**config.mk**
```make
export PLATFORM = sky130hd
export DESIGN_NAME = exti_irq_dispatcher
export DESIGN_NICKNAME = d
export VERILOG_FILES = /design/src/rtl/exti_irq_dispatcher.sv
export SDC_FILE = /design/constraint.sdc
export NUM_CORES = 1
export LEC_CHECK = 0
export BUFFER_PORTS_ARGS = -buffer_cell sky130_fd_sc_hd__buf_2
export CORE_MARGIN = 2
export CORE_UTILIZATION = 50
export CTS_CLUSTER_DIAMETER = 40
export DETAILED_ROUTE_END_ITERATION = 10
export PLACE_DENSITY = 0.95
export SLEW_MARGIN = 20
export SYNTH_ARGS = -nofsm -noshare
export SYNTH_HDL_FRONTEND = slang
export SYNTH_SLANG_ARGS = --single-unit
```
**constraint.sdc**
```tcl
create_clock -name i_clk -period 4 [get_ports i_clk]
set_input_delay 0.2 -clock i_clk [delete_from_list [all_inputs] [get_ports i_clk]]
set_output_delay 0.2 -clock i_clk [all_outputs]
set_load 0.03 [all_outputs]
```
**src/rtl/exti_irq_dispatcher.sv**
```systemverilog
// exti_irq_dispatcher
//   Consumer side of the EXTI pending-request interface. Pulses or levels from
//   the EXTI controller (i_exti_pr) and software triggers (i_swier) set sticky
//   pending bits. Software clears bits with a write-1-to-clear strobe. The
//   lowest-index pending line is offered to the CPU core through a
//   request / acknowledge / end-of-interrupt handshake.
//
// Ports
//   i_clk        clock, all state on the rising edge
//   i_rst        asynchronous, active-high reset
//   i_exti_pr    per-line pending requests from the EXTI controller
//   i_swier      per-line software trigger, OR'd with i_exti_pr
//   i_pr_clr_we  write strobe for the pending clear register
//   i_pr_clr     W1C data; bit k = 1 clears pending[k] when i_pr_clr_we = 1
//   o_irq_req    request to the CPU core (REQ state)
//   o_irq_id     index of the requested or active line
//   i_irq_ack    CPU accepts the request; only honoured while o_irq_req = 1
//   i_irq_eoi    CPU end of interrupt; only honoured while o_active = 1
//   o_pending    sticky pending register
//   o_active     high while a line is in service
//   o_state      debug view of the FSM state (0 IDLE, 1 REQ, 2 ACTIVE)
//
// Handshake: o_irq_req stays high with o_irq_id stable until the cycle in which
// i_irq_ack is sampled high at a rising edge (the transfer happens on that edge),
// or until the requested line's pending bit is cleared by software, in which
// case the request is withdrawn. o_active then stays high until i_irq_eoi is
// sampled high. Every new request is preceded by at least one IDLE cycle.
module exti_irq_dispatcher #(
  parameter int NUM_LINES = 21,
  parameter int ID_W      = 5
) (
  input  logic                 i_clk,
  input  logic                 i_rst,
  input  logic [NUM_LINES-1:0] i_exti_pr,
  input  logic [NUM_LINES-1:0] i_swier,
  input  logic                 i_pr_clr_we,
  input  logic [NUM_LINES-1:0] i_pr_clr,
  output logic                 o_irq_req,
  output logic [ID_W-1:0]      o_irq_id,
  input  logic                 i_irq_ack,
  input  logic                 i_irq_eoi,
  output logic [NUM_LINES-1:0] o_pending,
  output logic                 o_active,
  output logic [1:0]           o_state
);

  typedef enum logic [1:0] {
    ST_IDLE   = 2'd0,
    ST_REQ    = 2'd1,
    ST_ACTIVE = 2'd2
  } state_t;

  state_t               r_state;
  state_t               w_state_nxt;
  logic [NUM_LINES-1:0] r_pending;
  logic [NUM_LINES-1:0] w_pending_nxt;
  logic [NUM_LINES-1:0] w_id_mask;
  logic [NUM_LINES-1:0] w_ack_clr;
  logic [NUM_LINES-1:0] w_set;
  logic [NUM_LINES-1:0] w_clr;
  logic [ID_W-1:0]      r_irq_id;
  logic [ID_W-1:0]      w_irq_id_nxt;
  logic [ID_W-1:0]      w_win_id;
  logic                 w_any;
  logic                 r_irq_req;
  logic                 r_active;

  // One-hot decode of the held id; avoids indexing the pending vector with an
  // id whose range is wider than the number of lines.
  always_comb begin
    w_id_mask = '0;
    for (int k = 0; k < NUM_LINES; k++) begin
      w_id_mask[k] = (r_irq_id == ID_W'(k));
    end
  end

  // Set beats clear on the same bit so an incoming edge is never lost.
  always_comb begin
    w_ack_clr     = ((r_state == ST_REQ) && i_irq_ack) ? w_id_mask : '0;
    w_set         = i_exti_pr | i_swier;
    w_clr         = ({NUM_LINES{i_pr_clr_we}} & i_pr_clr) | w_ack_clr;
    w_pending_nxt = w_set | (r_pending & ~w_clr);
  end

  // Fixed priority: scanning downward leaves the lowest set index as winner.
  always_comb begin
    w_win_id = '0;
    for (int k = NUM_LINES - 1; k >= 0; k--) begin
      if (r_pending[k]) w_win_id = ID_W'(k);
    end
    w_any = |r_pending;
  end

  always_comb begin
    w_state_nxt  = r_state;
    w_irq_id_nxt = r_irq_id;
    case (r_state)
      ST_IDLE: begin
        if (w_any) begin
          w_irq_id_nxt = w_win_id;
          w_state_nxt  = ST_REQ;
        end
      end
      ST_REQ: begin
        // Ack has priority over a software withdrawal in the same cycle. The
        // withdrawal looks at next-cycle pending so a clear that collides with
        // a fresh set of the same line keeps the request alive.
        if (i_irq_ack) begin
          w_state_nxt = ST_ACTIVE;
        end else if (~|(w_pending_nxt & w_id_mask)) begin
          w_state_nxt = ST_IDLE;
        end
      end
      ST_ACTIVE: begin
        if (i_irq_eoi) w_state_nxt = ST_IDLE;
      end
      default: w_state_nxt = ST_IDLE;
    endcase
  end

  always_ff @(posedge i_clk or posedge i_rst) begin
    if (i_rst) begin
      r_state   <= ST_IDLE;
      r_pending <= '0;
      r_irq_id  <= '0;
      r_irq_req <= 1'b0;
      r_active  <= 1'b0;
    end else begin
      r_state   <= w_state_nxt;
      r_pending <= w_pending_nxt;
      r_irq_id  <= w_irq_id_nxt;
      r_irq_req <= (w_state_nxt == ST_REQ);
      r_active  <= (w_state_nxt == ST_ACTIVE);
    end
  end

  assign o_irq_req = r_irq_req;
  assign o_irq_id  = r_irq_id;
  assign o_pending = r_pending;
  assign o_active  = r_active;
  assign o_state   = r_state;

endmodule

```
==> metrics <==
Seq/Total Area, Yosys 38.02%; Mapped Cells 246; Post-Synth Adder-Cell Area 0%; Worst Path Required 4.17 ns; CTS sink count 30; combinational family with the most area after synthesis compound AO/OA/AOI/OAI gates; Worst Hold Class primary input to asynchronous set/reset pin; IO Count 98; clock tree buffer depth 2; final hold violations 5; die area 4468 µm²; Pint 0.6836 mW; Flop pwr share 34.7%; final setup fails 0; die width 66.84 µm; vias per inst 6.358; Worst EP arrival 2.83 ns; Placer Congestion 0.9104; area leader, netlist dfrtp_1; hold_ws -0.002597 ns; max-slew violations 0; Fill cells 305; top cells by count, synth nand2_1, nor2_1, dfrtp_1, a311oi_1, o211ai_1; Area Growth Syn to Fin 31.37%; crit path kind register to register; VDD IR max 0.3312 mV; P_sw 0.4569 mW; # port buffers 97; xor and xnor area share after synthesis 0%; H-tree Lvls 2; initial core utilization 53.13%; Clock Power Share 28.1%; Post-Synthesis Cell Area 1974 µm²; fraction of layout cells with a size suffix above 1 32.94%; Site Rows 22; ANT cells 0; Nets 408; sequential cell area 750.7 µm²; Compound-Gate Fraction of Synth Area 29.85%; TritonCTS clock tree yes; Cell Area, Placed 2481 µm²; clock period minus worst slack 2.653 ns; Routed WL per cell 16.92 µm; CTS Buf Count 5; maximum clock rate 0.3769 GHz; final instance area 2594 µm²; post-route insts no fill 388; WL final 6.565 mm; Post-CTS Setup Bufs 0; initial antenna violation count 0; Tcrit/Tclk final 66.33%; P per Cell Area 439.7 nW/µm²; mux contribution to synthesized area 0%; outcome complete, but fails checks; Syn Nets 314; Async SR Flop Fraction 100.0%; Synth area leaders dfrtp_1, nand2_1, nor2_1; CTS clock-pin slew for the worst setup and hold paths 0.07 ns; GRT overflow 0; Least-Margin Pin Slew 0.9715 ns; DRT iter0 DRCs 249; Die H 66.84 µm; post_cts resized 0; CP Launch Type register; power share of the combinational group 37.2%; Worst Skew 0.002559 ns; Synth top area share 38.02%; Switching Share 40.06%; Clk Latency, worst-skew pair 0.29 ns; Pleak 1.075 nW; RSZ-0062 raised after global routing false; most frequent cell after synthesis nand2_1; final core utilization 69.80%; failing checks hold timing; DRC errors left 0; footprint of the multi-input gates 1162 µm²; Pre-Repair DR Iteration Count 7; Max FO, Critical Path 27; Synth warnings 0; Post-DP HPWL 4.958 mm; Post-synth EDFFs 0; Yosys reg bits 30; Routed Antenna Nets 0; Worst Setup End Kind register; vias in the first global route 2203; simple-gate share of the synthesized area 29.02%; first-pass GRT wire length 10.07 mm; CTS root buf clkbuf_8; GRT Util Overall 30.38%; core area 3716 µm²; Vias 2467; Netlist cell types 38; hold buffers post-CTS 0; Most used DFF post-synth dfrtp_1; pin count of the biggest net entering global routing 31; placed insts 381; max_slew headroom 35.04%; max cap viols 0; Syn Area/Cell 8.026 µm²; Fin Setup TNS 0 ns
-- stage by stage --
step	hold slack, ns	total power [mW]	worst slack [ns]
5_1_grt	0.04827	1.185	1.179
3_5_place_dp	0.3187	0.8125	1.405
4_1_cts	0.008799	1.128	1.387
2_1_floorplan	0.2908	0.6763	1.878
3_3_place_gp	0.3980	0.7997	1.541
6_report	-0.002597	1.141	1.347
-- placed cells by master, fill, tap and decap left out, drive strengths merged, types with 2 or more instances in the layout --
| cell type | instances |
|---|---|
| o22ai | 5 |
| a21boi | 3 |
| or4 | 2 |
| o21ai | 10 |
| inv | 6 |
| o41ai | 2 |
| or3 | 2 |
| nand4 | 2 |
| nor2b | 3 |
| a2111oi | 3 |
| a21oi | 8 |
| a311o | 3 |
| nor3 | 2 |
| o311ai | 4 |
| nand3 | 9 |
| nor4 | 6 |
| buf | 97 |
| o211ai | 10 |
| dfrtp | 30 |
| nor2 | 33 |
| a211oi | 7 |
| o31a | 2 |
| a311oi | 13 |
| nand2 | 52 |
| nand2b | 8 |
| or2 | 2 |
| o31ai | 5 |
| clkbuf | 6 |
-- sequential cells by signal, indices dropped and copies added, names as in the netlist --
name / count
o_active: 1
o_irq_id: 5
o_irq_req: 1
o_pending: 21
o_state: 2
-- final cells by class --
type / instances / share of cell area (%)
clock buffer: 6 / 3.184
clock inverter: 1 / 1.158
inverter: 6 / 0.8683
multi-input combinational: 200 / 44.81
sequential: 30 / 28.94
tap: 48 / 2.315
timing repair buffer: 97 / 18.72
-- path summary, 6_finish.rpt --
kind                       slack, ns    startpoint             to  depth (start not counted)
setup / recovery                1.35    o_state[1]      o_irq_req                          6
hold / removal                -0.003         i_rst   o_pending[3]                          2
setup reg to reg                1.35    o_state[1]      o_irq_req                          6
hold reg to reg                 0.58    o_state[1]     o_state[1]                          2
max in group asynchronous       3.58         i_rst  o_pending[13]                          2
min in group i_clk              0.11  i_exti_pr[5]   o_pending[5]                          3
-- cell families (layout without fill, tap and decap cells) --
kind of cell / Yosys count / in the layout
AO/OA/AOI/OAI: 78 / 78
buffers and inverters: 16 / 110
AND/OR/NAND/NOR: 122 / 122
flip-flops: 30 / 30
-- worst max-delay path, stage by stage (launching register included) --
cell	delay (ns)
dfrtp_1	0.40
nand3b_1	0.76
a311oi_1	0.55
o22ai_1	0.17
a211oi_1	0.25
o31ai_1	0.11
o31a_1	0.30
-- layer usage --
metal / up-vias / part of all wire [%] / GRT usage (%) / routed length [µm]
li1: 1112 / - / - / -
met1: 1156 / 38 / 37.14 / 2503
met2: 181 / 49 / 51.88 / 3205
met3: 18 / 10 / 6.588 / 680
met4: 0 / 2.7 / 11.99 / 176
met5: - / 0 / 0 / 0
-- power by group through the flow --
| stage | registers [mW] | clock network, mW | logic, mW |
|---|---|---|---|
| floorplan | 0.452 | 0 | 0.225 |
| global placement | 0.395 | 0 | 0.405 |
| detailed placement | 0.398 | 0 | 0.414 |
| CTS | 0.393 | 0.317 | 0.418 |
| global route | 0.398 | 0.333 | 0.454 |
| finish | 0.395 | 0.320 | 0.425 |
(Power assumes the default switching activity.)
